## config.mk

```make
export PLATFORM = sky130hd
export DESIGN_NAME = tmp_pulse_decoder
export DESIGN_NICKNAME = d
export VERILOG_FILES = /design/src/rtl/tmp_dec_pkg.sv /design/src/rtl/tmp_edge_cnt.sv /design/src/rtl/tmp_pulse_decoder.sv
export SDC_FILE = /design/constraint.sdc
export NUM_CORES = 1
export LEC_CHECK = 0
export CORE_ASPECT_RATIO = 2
export CORE_UTILIZATION = 53
export CTS_BUF_LIST = sky130_fd_sc_hd__clkbuf_4
export CTS_CLUSTER_DIAMETER = 30
export DETAILED_ROUTE_END_ITERATION = 10
export GPL_TIMING_DRIVEN = 0
export HOLD_SLACK_MARGIN = 0.1
export MAX_ROUTING_LAYER = met4
export PLACE_DENSITY = 0.89
export SLEW_MARGIN = 20
export SYNTH_ARGS = -nofsm -noshare
export SYNTH_HDL_FRONTEND = slang
export SYNTH_SLANG_ARGS = --single-unit
```

## constraint.sdc

```tcl
create_clock -name clk -period 2.7 [get_ports clk]
set_clock_uncertainty 0.15 [all_clocks]
set_input_delay 0.54 -clock clk [delete_from_list [all_inputs] [get_ports clk]]
set_output_delay 0.54 -clock clk [all_outputs]
set_load 0.03 [all_outputs]
```

## src/rtl/tmp_dec_pkg.sv

```systemverilog
// Shared types and default sizing for the temperature-sensor pulse decoder.
// TMP_AVG_EN (optional define) enables frame averaging in tmp_pulse_decoder.
package tmp_dec_pkg;

  localparam int TMP_CNT_W    = 6;
  localparam int TMP_AVG_LOG2 = 2;

  typedef enum logic [1:0] {
    IDLE  = 2'd0,
    COUNT = 2'd1,
    LATCH = 2'd2
  } tmp_state_e;

  // Result word at the default counter width, as seen by the readout register file.
  typedef struct packed {
    logic signed [TMP_CNT_W:0] diff;
    logic        [TMP_CNT_W:0] total;
  } tmp_res_t;

endpackage

```

## src/rtl/tmp_edge_cnt.sv

```systemverilog
// Edge detector plus saturating per-frame packet counter with a sticky saturation flag.
// ACT_LOW selects falling-edge (active-low line) instead of rising-edge detection.
module tmp_edge_cnt
  import tmp_dec_pkg::*;
#(
  parameter int CNT_W   = TMP_CNT_W,
  parameter bit ACT_LOW = 1'b0
) (
  input  logic             clk,
  input  logic             reset,
  input  logic             line,
  input  logic             en,
  input  logic             clr,
  output logic [CNT_W-1:0] cnt_nxt,
  output logic             sat
);

  logic             line_q;
  logic             evt;
  logic             at_max;
  logic [CNT_W-1:0] cnt_q;

  always_ff @(posedge clk) begin
    if (reset) line_q <= ACT_LOW;
    else       line_q <= line;
  end

  assign evt    = en & (ACT_LOW ? (line_q & ~line) : (line & ~line_q));
  assign at_max = &cnt_q;

  // Count including this cycle's event, so a closing frame sees its last packet.
  assign cnt_nxt = (evt && !at_max) ? cnt_q + CNT_W'(1) : cnt_q;

  always_ff @(posedge clk) begin
    if (reset)    cnt_q <= '0;
    else if (clr) cnt_q <= '0;
    else if (en)  cnt_q <= cnt_nxt;
  end

  always_ff @(posedge clk) begin
    if (reset)                sat <= 1'b0;
    else if (evt && at_max)   sat <= 1'b1;
  end

endmodule

```

## src/rtl/tmp_pulse_decoder.sv

```systemverilog
// Charge-balance receive side: counts sink/source packets per frame and emits src-snk and src+snk.
// Optional frame averaging is enabled by defining TMP_AVG_EN.
//
// state | meaning
// IDLE  | precharge / aborted; counters held at zero, events and frm_end ignored
// COUNT | frame open, sink and source packets counted
// LATCH | frame closed; captured counts go to the averager / output register
module tmp_pulse_decoder
  import tmp_dec_pkg::*;
#(
  parameter int CNT_W    = TMP_CNT_W,
  parameter int AVG_LOG2 = TMP_AVG_LOG2
) (
  input  logic               clk,
  input  logic               reset,
  input  logic               snk,
  input  logic               src_n,
  input  logic               preChrg,
  input  logic               frm_end,
  output logic signed [CNT_W:0] res_diff,
  output logic        [CNT_W:0] res_total,
  output logic               res_valid,
  input  logic               res_ready,
  output logic               overrun,
  output logic               sat
);

  typedef struct packed {
    logic signed [CNT_W:0] diff;
    logic        [CNT_W:0] total;
  } res_t;

  tmp_state_e       state_q, state_d;
  logic             en, close, clr, latch, load;
  logic [CNT_W-1:0] snk_cnt, src_cnt;
  logic             sat_snk, sat_src;
  res_t             frm_res, frm_q, new_res, out_q;

  always_ff @(posedge clk) begin
    if (reset) state_q <= IDLE;
    else       state_q <= state_d;
  end

  always_comb begin
    state_d = state_q;
    case (state_q)
      IDLE:    if (!preChrg) state_d = COUNT;
      COUNT:   if (frm_end)  state_d = LATCH;
      LATCH:   state_d = COUNT;
      default: state_d = IDLE;
    endcase
    if (preChrg) state_d = IDLE;
  end

  assign en    = (state_q != IDLE) && !preChrg;
  assign close = (state_q == COUNT) && frm_end && !preChrg;
  assign clr   = !en || close;
  assign latch = (state_q == LATCH) && !preChrg;

  tmp_edge_cnt #(.CNT_W(CNT_W), .ACT_LOW(1'b0)) u_snk_cnt (
    .clk     (clk),
    .reset   (reset),
    .line    (snk),
    .en      (en),
    .clr     (clr),
    .cnt_nxt (snk_cnt),
    .sat     (sat_snk)
  );

  tmp_edge_cnt #(.CNT_W(CNT_W), .ACT_LOW(1'b1)) u_src_cnt (
    .clk     (clk),
    .reset   (reset),
    .line    (src_n),
    .en      (en),
    .clr     (clr),
    .cnt_nxt (src_cnt),
    .sat     (sat_src)
  );

  assign sat = sat_snk | sat_src;

  always_comb begin
    frm_res.diff  = $signed({1'b0, src_cnt}) - $signed({1'b0, snk_cnt});
    frm_res.total = {1'b0, src_cnt} + {1'b0, snk_cnt};
  end

  // Counters restart in the frm_end cycle, so the closing counts are parked here.
  always_ff @(posedge clk) begin
    if (reset)      frm_q <= '0;
    else if (close) frm_q <= frm_res;
  end

`ifdef TMP_AVG_EN
  localparam int ACC_W = CNT_W + 1 + AVG_LOG2;

  logic signed [ACC_W-1:0] acc_diff_q, acc_diff_sum;
  logic        [ACC_W-1:0] acc_tot_q, acc_tot_sum;
  logic     [AVG_LOG2-1:0] idx_q;

  assign acc_diff_sum = acc_diff_q + {{AVG_LOG2{frm_q.diff[CNT_W]}}, frm_q.diff};
  assign acc_tot_sum  = acc_tot_q + {{AVG_LOG2{1'b0}}, frm_q.total};

  always_ff @(posedge clk) begin
    if (reset || preChrg) begin
      acc_diff_q <= '0;
      acc_tot_q  <= '0;
      idx_q      <= '0;
    end else if (latch) begin
      if (&idx_q) begin
        acc_diff_q <= '0;
        acc_tot_q  <= '0;
        idx_q      <= '0;
      end else begin
        acc_diff_q <= acc_diff_sum;
        acc_tot_q  <= acc_tot_sum;
        idx_q      <= idx_q + AVG_LOG2'(1);
      end
    end
  end

  // Dropping the low AVG_LOG2 bits is the floor division (arithmetic for diff).
  assign load = latch && (&idx_q);
  always_comb begin
    new_res.diff  = acc_diff_sum[ACC_W-1:AVG_LOG2];
    new_res.total = acc_tot_sum[ACC_W-1:AVG_LOG2];
  end
`else
  assign load    = latch;
  assign new_res = frm_q;
`endif

  always_ff @(posedge clk) begin
    if (reset) begin
      out_q     <= '0;
      res_valid <= 1'b0;
      overrun   <= 1'b0;
    end else begin
      if (res_valid && res_ready) res_valid <= 1'b0;
      if (load) begin
        if (!res_valid || res_ready) begin
          out_q     <= new_res;
          res_valid <= 1'b1;
        end else begin
          overrun   <= 1'b1;
        end
      end
    end
  end

  assign res_diff  = out_q.diff;
  assign res_total = out_q.total;

endmodule
```

==> metrics.md <==
| Metric | Value |
|---|---|
| Status | finished, violations left |
| Violated checks | setup timing |
| Initial antenna violation count | 0 |
| Routed WL per cell | ~19 um |
| Top post-synthesis cells by area | dfxtp_1, ha_1, nor2_1 |
| CTS tree | yes |
| Max-slew violation total from the final report | 0 |
| Ys flop type | dfxtp_1 |
| Pin count of the biggest net entering global routing | 16 |
| Latest clock arrival within the worst-skew pair | 0.38 ns |
| Most frequent cells after synthesis | dfxtp_1, nor2_1, nand2_1 |
| Post-synth top area cell | dfxtp_1 |
| Max_slew headroom | 53.8% |
| Pre-antenna DRT Iters | 4 |
| Vias in the first global route | 2151 |
| Layout cell share with drive strength beyond 1 | 32.8% |
| CP endpoint kind | flop |
| Worst-Margin Slew | 0.693 ns |
| Clk buf depth | 2 |
| Final net count | 342 |
| Seq/Total Area, Yosys | ~39% |
| Die H | just under 100 um |
| Worst-case hold path end point | frm_q[7]$_SDFFE_PP0P_ |
| Synth Cell Area | 2350 um2 |
| TNS Setup | -0.531 ns |
| Capture point of the worst reg-to-reg path | frm_q[5]$_SDFFE_PP0P_ |
| Root Driver | clkbuf_4 |
| Total Wirelength | 6.91 mm |
| Setup slack, reg-to-reg | -0.16 ns |
| First-pass GRT wire length | 10.2 mm |
| CP Max Fanout | 6 |
| Placed cell count | between 300 and 400 |
| Total track usage | between 30% and 40% |
| CP startpoint kind | input port |
| DP HPWL | about 4 mm |
| Syn_area_per_cell | between 9 and 10 um2 |
| Required @ worst endpoint | approximately 2.8 ns |
| Critical-path cell list | clkdlybuf4s15_2 -> o21bai_4 -> a211oi_4 -> and3_4 -> nand4_1 -> xor2_2 -> ha_4 -> xnor2_1 -> nand2_1 -> a21oi_2 -> nand2_1 -> o21ai_2 -> or3b_1 |
| Slowest CP cell | or3b_1 |
| FFs w/ async S/R, synth | 0% |
| Number of diodes | 0 |
| Total die area | 4710 um2 |
| Top delay family on crit path | simple AND/OR/NAND/NOR gates |
| DR vias | 2144 |
| FP Rows | 33 |
| Sink Count | 46 |
| RSZ-0062 raised after global routing | true |
| Final non-filler cell total | about 370 |
| Leak Pwr | 1.35 nW |
| Min cycle time layout | 2.86 ns |
| Maximum vdd ir drop | 0.303 mV |
| Worst R2R Start | u_snk_cnt.cnt_q[5]$_SDFFE_PP0P_ |
| Pwr Total | 1.17 mW |
| Total grt overflow | 0 |
| Smallest setup slack after layout | -0.155 ns |
| EDFF count, synth | 0 |
| Worst path bufs/invs | 1 |
| Final Setup Violations | 6 |
| WHS | 0.327 ns |
| Cell Area, Placed | 2690 um2 |
| Post-synthesis register bit count | 46 |
| 1st-iter DRT viols | 81 |
| H-tree level count | 2 |
| Placer Congestion | 0.922 |
| Final core utilization | 77.2% |
| CP arrival | 2.98 ns |
| Crit Path Class | in2reg |
| PwrDens | ~360 nW/um2 |
| Via-to-Cell Ratio | 5.76 |
| Hold buffers post-CTS | 0 |
| Top-count cell post-synth | dfxtp_1 |
| Initial core utilization | 56.3% |
| Fin area | 3220 um2 |
| Yosys warning count | 0 |
| Core area | approximately 4200 um2 |
| Critical path's largest stage delay | 0.35 ns |
| CTS clk-pin slew, worst paths | 0.14 ns |
| Hold Vio Cnt, Final | 0 |
| Area grow syn2layout | 37.2% |
| ANT nets after route | 0 |
| Fin crit share | 106% |
| Hold Startpoint | frm_q[7]$_SDFFE_PP0P_ |
| Top cell type's share of synthesized area | roughly two fifths |
| Port-buffer cells | 23 |
| Hold Path Class | reg2reg |
| Max-cap check violation count | 0 |
| F_max | 350 MHz |
| Synth cell types | 50 |
| Cells after synthesis | 260 |
| Hold depth | 2 |
| Die W | between 40 and 50 um |
| Io pins | 24 |
| Total CTS buffers | 5 |
| Worst r2r path cells | 12 |
| Cell repeated most along the worst path | nand2_1 |
| Post-route DRC | 0 |
| Syn Nets | 283 |
| Dpl ws | -0.997 ns |
-- sequential cells by signal, indices dropped and copies added (netlist names), 2 cells and up --
signal	cells
frm_q	13
res_diff	7
res_total	6
state_q	2
u_snk_cnt.cnt_q	6
u_src_cnt.cnt_q	6
-- final cells by class --
type,instances,area [um2]
Multi-Input combinational cell,188,1580
Tap cell,52,65.1
Sequential cell,46,942
Timing Repair Buffer,53,462
Clock buffer,5,37.5
Buffer,10,52.6
Inverter,15,56.3
Fill cell,257,951
Clock inverter,3,21.3
-- repair_timing --
action,CTS,global route
endpoints found under the setup margin,10,9
buffers inserted,26,4
resized for setup,42,23
pin swaps,23,17
-- worst max path at each step --
stage | cells after the start | endpoint | from | slack [ns]
after floorplan | 11 | frm_q[5]$_SDFFE_PP0P_ | preChrg | -0.13
after global placement | 13 | frm_q[5]$_SDFFE_PP0P_ | preChrg | -0.92
after detailed placement | 13 | frm_q[5]$_SDFFE_PP0P_ | preChrg | -1.0
after CTS | 11 | frm_q[5]$_SDFFE_PP0P_ | u_src_cnt.cnt_q[1]$_SDFFE_PP0P_ | -0.09
after global routing | 13 | frm_q[5]$_SDFFE_PP0P_ | u_snk_cnt.cnt_q[5]$_SDFFE_PP0P_ | -0.24
final | 13 | frm_q[5]$_SDFFE_PP0P_ | preChrg | -0.16
-- where the power goes --
part           internal (mW)  leakage [nW]  switching (mW)  total, mW
registers              0.687         0.378          0.0103      0.697
clock network          0.101        0.0312           0.233      0.334
logic                 0.0657         0.940          0.0761      0.142
total                  0.854          1.35           0.319       1.17
-- metal layers --
layer,vias to the layer above,part of all wire (%),GRT usage [%]
met5,-,0,-
li1,1008,-,-
met4,0,6.5,26.7
met1,1035,36,28.3
met3,31,2.8,3.32
met2,70,55,55.1
-- cells by family (layout without fill, tap and decap cells) --
logic type	Yosys count	count (layout)	synth area share (%)
buffers and inverters	26	86	4.64
DFF	46	46	39.3
AOI/OAI and AO/OA	51	51	15.2
muxes	16	16	7.73
xor gates and xnor gates	16	16	5.97
adders and majority gates	16	16	8.85
and+or+nand+nor	89	89	18.3
-- layout by cell type, fill, tap and decap left out, types with 3 or more instances in the layout --
master	netlist	routed
a211oi_1	6	4
dfxtp_4	0	3
ha_4	0	5
nor2b_1	3	3
xnor2_1	11	7
clkbuf_4	0	5
nand4_1	4	4
clkbuf_1	7	6
dfxtp_2	0	8
o21ai_0	5	3
ha_1	15	7
o21bai_1	5	3
clkdlybuf4s50_1	0	20
inv_1	15	13
nor2_1	37	36
xor2_2	0	4
buf_4	1	29
mux2i_1	13	13
xnor2_2	0	3
ha_2	0	3
dfxtp_1	46	35
nand2_1	23	22
a21oi_2	0	6
a21oi_1	20	14
nand3_1	4	3
-- tightest hold or removal path: stages (launching register included) --
cell and delay (ns):
dfxtp_1 0.34, nand2_1 0.05, a21oi_1 0.06
No activity file was read; power rests on OpenSTA's default activity.
==> RTL edit 1: new RTL, same settings <==
Set the parameter `ACT_LOW` to 1'b0 (it was 1'b1).
--- a/src/rtl/tmp_pulse_decoder.sv
+++ b/src/rtl/tmp_pulse_decoder.sv
@@ -67,7 +67,7 @@
     .sat     (sat_snk)
   );
 
-  tmp_edge_cnt #(.CNT_W(CNT_W), .ACT_LOW(1'b1)) u_src_cnt (
+  tmp_edge_cnt #(.CNT_W(CNT_W), .ACT_LOW(1'b0)) u_src_cnt (
     .clk     (clk),
     .reset   (reset),
     .line    (src_n),
Function: changed (a bounded check fails within 4 cycles, from zero or initial values and one cycle with reset high).
==> RTL edit 1 against the original RTL <==
The flow still finishes with violations (negative setup slack). Worst setup slack got worse by 0.18 ns. Synthesized area increased by 0.27%. Final area rose by 1.1%. Utilization fell by 1.4 points. Power down 0.20%. Sequential cell count is the same. Wire length grew 6.5%. Die area is 0.25% higher.
==> RTL edit 1: results (changes against the original RTL) <==
- Run status: complete, but fails checks (unchanged).
- Failing checks: negative setup slack (unchanged).
- The number of sequential cells came to 46 (unchanged).
- The pin count of the biggest net entering global routing came to 14 (was 16).
- The total design power is 1.171 mW (was 1.174 mW).
- The total global-route track usage was 29.49% (was 30.61%).
- The met2 track utilization from global routing came to 54.45% (was 55.09%).
- The proportion of final cell area spent on non-clock buffers is 16.10% (was 15.97%).
- The via count of the first global-routing pass came to 2201 (was 2151).
- The XOR/XNOR share of the synthesized area is 5.957% (was 5.973%).
- The post-detailed-placement half-perimeter wirelength came to 3846 µm (was 3986 µm).
- The clock buffer count is 6 (was 5).
- The register cell area after layout is 943.4 µm² (was 942.2 µm²).
- The switching power total was 0.3101 mW (was 0.3194 mW).
- The net count of the mapped netlist is 284 (was 283).
- The cell with the largest stage delay on the worst path is sky130_fd_sc_hd__dfxtp_4 (was sky130_fd_sc_hd__or3b_1).
- The capture endpoint of the worst hold path is frm_q[12]$_SDFFE_PP0P_ (was frm_q[7]$_SDFFE_PP0P_).
- The adder and majority cell fraction of the synthesized area is 8.830% (was 8.853%).
- The proportion of power drawn by combinational gates was 12.5% (was 12.1%).
- The wire length of the first global-routing pass is 9936 µm (was 10210 µm).
- The slack of the critical path is -0.3302 ns (was -0.1550 ns).
- The minimum hold slack is 0.3196 ns (was 0.3269 ns).
- The final wirelength is 7356 µm (was 6907 µm).
- The multiplexer area fraction after synthesis is 7.713% (was 7.733%).
- The startpoint of the tightest hold check path was frm_q[12]$_SDFFE_PP0P_ (was frm_q[7]$_SDFFE_PP0P_).
- The worst path arrival time is 3.18 ns (was 2.98 ns).
- The pin slew with the least headroom to its limit came to 0.7068 ns (was 0.6928 ns).
- The total setup buffers inserted after CTS is 24 (was 26).
- The highest fanout seen on the critical path came to 5 (was 6).
- Synth cell count leaders: sky130_fd_sc_hd__dfxtp_1, sky130_fd_sc_hd__nor2_1, sky130_fd_sc_hd__nand2_1 (unchanged).
- The number of setup violations in the final report is 8 (was 6).
- The area of the multi-input gates is 1610 µm² (was 1583 µm²).
- The number of filler instances in the final layout was 285 (was 257).
[RTL edit 1: cell count changes after synthesis]
cell and delta:
sky130_fd_sc_hd__clkbuf_1 +1, sky130_fd_sc_hd__nor2b_1 +1, sky130_fd_sc_hd__nand2_1 -1
[RTL edit 1: per-layer routing]
metal  wire (µm)  vias up
li1            -     1008
met2        3953      107
met1        2433     1081
met3         342       56
met4         628        0
met5           0        -
[RTL edit 1: through the flow]
| stage | cell area (µm²) | TNS, ns | setup WS, ns | util (%) |
|---|---|---|---|---|
| 2_1_floorplan | 2402 | -0.2065 | -0.1404 | - |
| 3_3_place_gp | 2690 | -7.161 | -0.9130 | 62.61 |
| 3_5_place_dp | 2690 | -8.376 | -0.9701 | 62.61 |
| 4_1_cts | 3097 | -0.07395 | -0.07321 | 72.07 |
| 5_1_grt | 3256 | -1.836 | -0.3971 | 75.77 |
| 6_report | 3256 | -1.231 | -0.3302 | 75.77 |
==> RTL edit 2: new RTL, same flow settings <==
Made on the original files. The 3 states of `tmp_state_e` get a one-hot encoding in 3 bits.
--- a/src/rtl/tmp_dec_pkg.sv
+++ b/src/rtl/tmp_dec_pkg.sv
@@ -5,10 +5,10 @@
   localparam int TMP_CNT_W    = 6;
   localparam int TMP_AVG_LOG2 = 2;
 
-  typedef enum logic [1:0] {
-    IDLE  = 2'd0,
-    COUNT = 2'd1,
-    LATCH = 2'd2
+  typedef enum logic [2:0] {
+    IDLE  = 3'b001,
+    COUNT = 3'b010,
+    LATCH = 3'b100
   } tmp_state_e;
 
   // Result word at the default counter width, as seen by the readout register file.
Function: same outputs for any inputs over 10 cycles, from zero or initial values and one cycle with reset high; not proved beyond that.
==> RTL edit 2 against the original RTL <==
The run still ends with negative setup slack left. Final area rose by 6.6%. Worst setup slack lost 0.27 ns. Sequential cell count up 1. Wire length is 14% higher. Synthesized area rose by 2.3%. Count of clock-buffer cells in the layout stayed put. Critical endpoint is now frm_q[4]$_SDFFE_PP0P_. Highest routed layer unchanged.
Power is not compared: it rests on default switching activity, and its combinational part moved more than twofold at a synthesized area within 25%.
==> RTL edit 2: results (changes against the original RTL) <==
- The net count of the mapped netlist is 292 (was 283).
- The met3 wirelength from detailed routing is 371 µm (was 196 µm).
- The adder and majority cell fraction of the synthesized area is 8.650% (was 8.853%).
- The global routing met1 resource utilization is 30.79% (was 28.34%).
- The wire length per cell is 20.31 µm (was 18.57 µm).
- The worst slack at placement was -1.058 ns (was -0.9971 ns).
- The cell with the largest stage delay on the worst path was sky130_fd_sc_hd__or3b_4 (was sky130_fd_sc_hd__or3b_1).
- The wire length of the first global-routing pass is 10950 µm (was 10210 µm).
- The count of vias placed by the detailed router came to 2380 (was 2144).
- The via count of the first global-routing pass was 2261 (was 2151).
- The destination of the critical timing path is frm_q[4]$_SDFFE_PP0P_ (was frm_q[5]$_SDFFE_PP0P_).
- The minimum hold slack is 0.3253 ns (was 0.3269 ns).
- The number of setup violations in the final report is 9 (was 6).
- The pin slew with the least headroom to its limit was 0.7562 ns (was 0.6928 ns).
- The setup TNS after final layout is -2.634 ns (was -0.5311 ns).
- The met3 usage was 4.382% (was 3.318%).
- The number of iterations in the first detailed-routing pass is 7 (was 4).
- Ranking of synthesized cells by area: sky130_fd_sc_hd__dfxtp_1, sky130_fd_sc_hd__ha_1, sky130_fd_sc_hd__mux2i_1 (was sky130_fd_sc_hd__dfxtp_1, sky130_fd_sc_hd__ha_1, sky130_fd_sc_hd__nor2_1).
- The total placed cells including tap cells is 345 (was 335).
- The startpoint of the tightest hold check path is frm_q[12]$_SDFFE_PP0P_ (was frm_q[7]$_SDFFE_PP0P_).
- The final weighted congestion in routability-driven placement was 0.9399 (was 0.9216).
- The number of violations reported at the end of detailed-routing iteration 0 is 134 (was 81).
- The met2 track utilization from global routing is 52.81% (was 55.09%).
- The placed standard-cell area is 2739 µm² (was 2685 µm²).
- Run status: complete, but fails checks (unchanged).
- The highest fanout seen on the critical path is 4 (was 6).
- The endpoint of the worst register-to-register path is frm_q[4]$_SDFFE_PP0P_ (was frm_q[5]$_SDFFE_PP0P_).
- The slack of the critical path was -0.4270 ns (was -0.1550 ns).
- The share of post-route cells with drive strength above 1 is 35.82% (was 32.81%).
- The number of input and output port buffers inserted is 22 (was 23).
- Failing checks: negative setup slack (unchanged).
- The instance count of the mapped netlist is 269 (was 260).
RTL edit 2: power by group through the flow:
stage	Clock, mW	Combinational, mW	Sequential [mW]
finish	0.336	0.299	0.719
global route	0.363	0.314	0.719
CTS	0.334	0.249	0.715
detailed placement	0	0.171	0.733
global placement	0	0.163	0.732
floorplan	0	0.129	0.730
RTL edit 2: timing repair:
item,4_1_cts,5_1_grt
endpoints found under the hold margin,0,0
pin swaps,44,24
setup endpoints to repair,12,10
resized for setup,63,22
buffers inserted,30,9
RTL edit 2: cell type report:
| cell class | instances | area share [%] |
|---|---|---|
| Buffer | 11 | 1.531 |
| Clock buffer | 5 | 1.093 |
| Clock inverter | 3 | 0.5831 |
| Inverter | 16 | 1.822 |
| Multi-Input combinational cell | 193 | 49.67 |
| Sequential cell | 47 | 27.92 |
| Tap cell | 54 | 1.968 |
| Timing Repair Buffer | 60 | 15.42 |
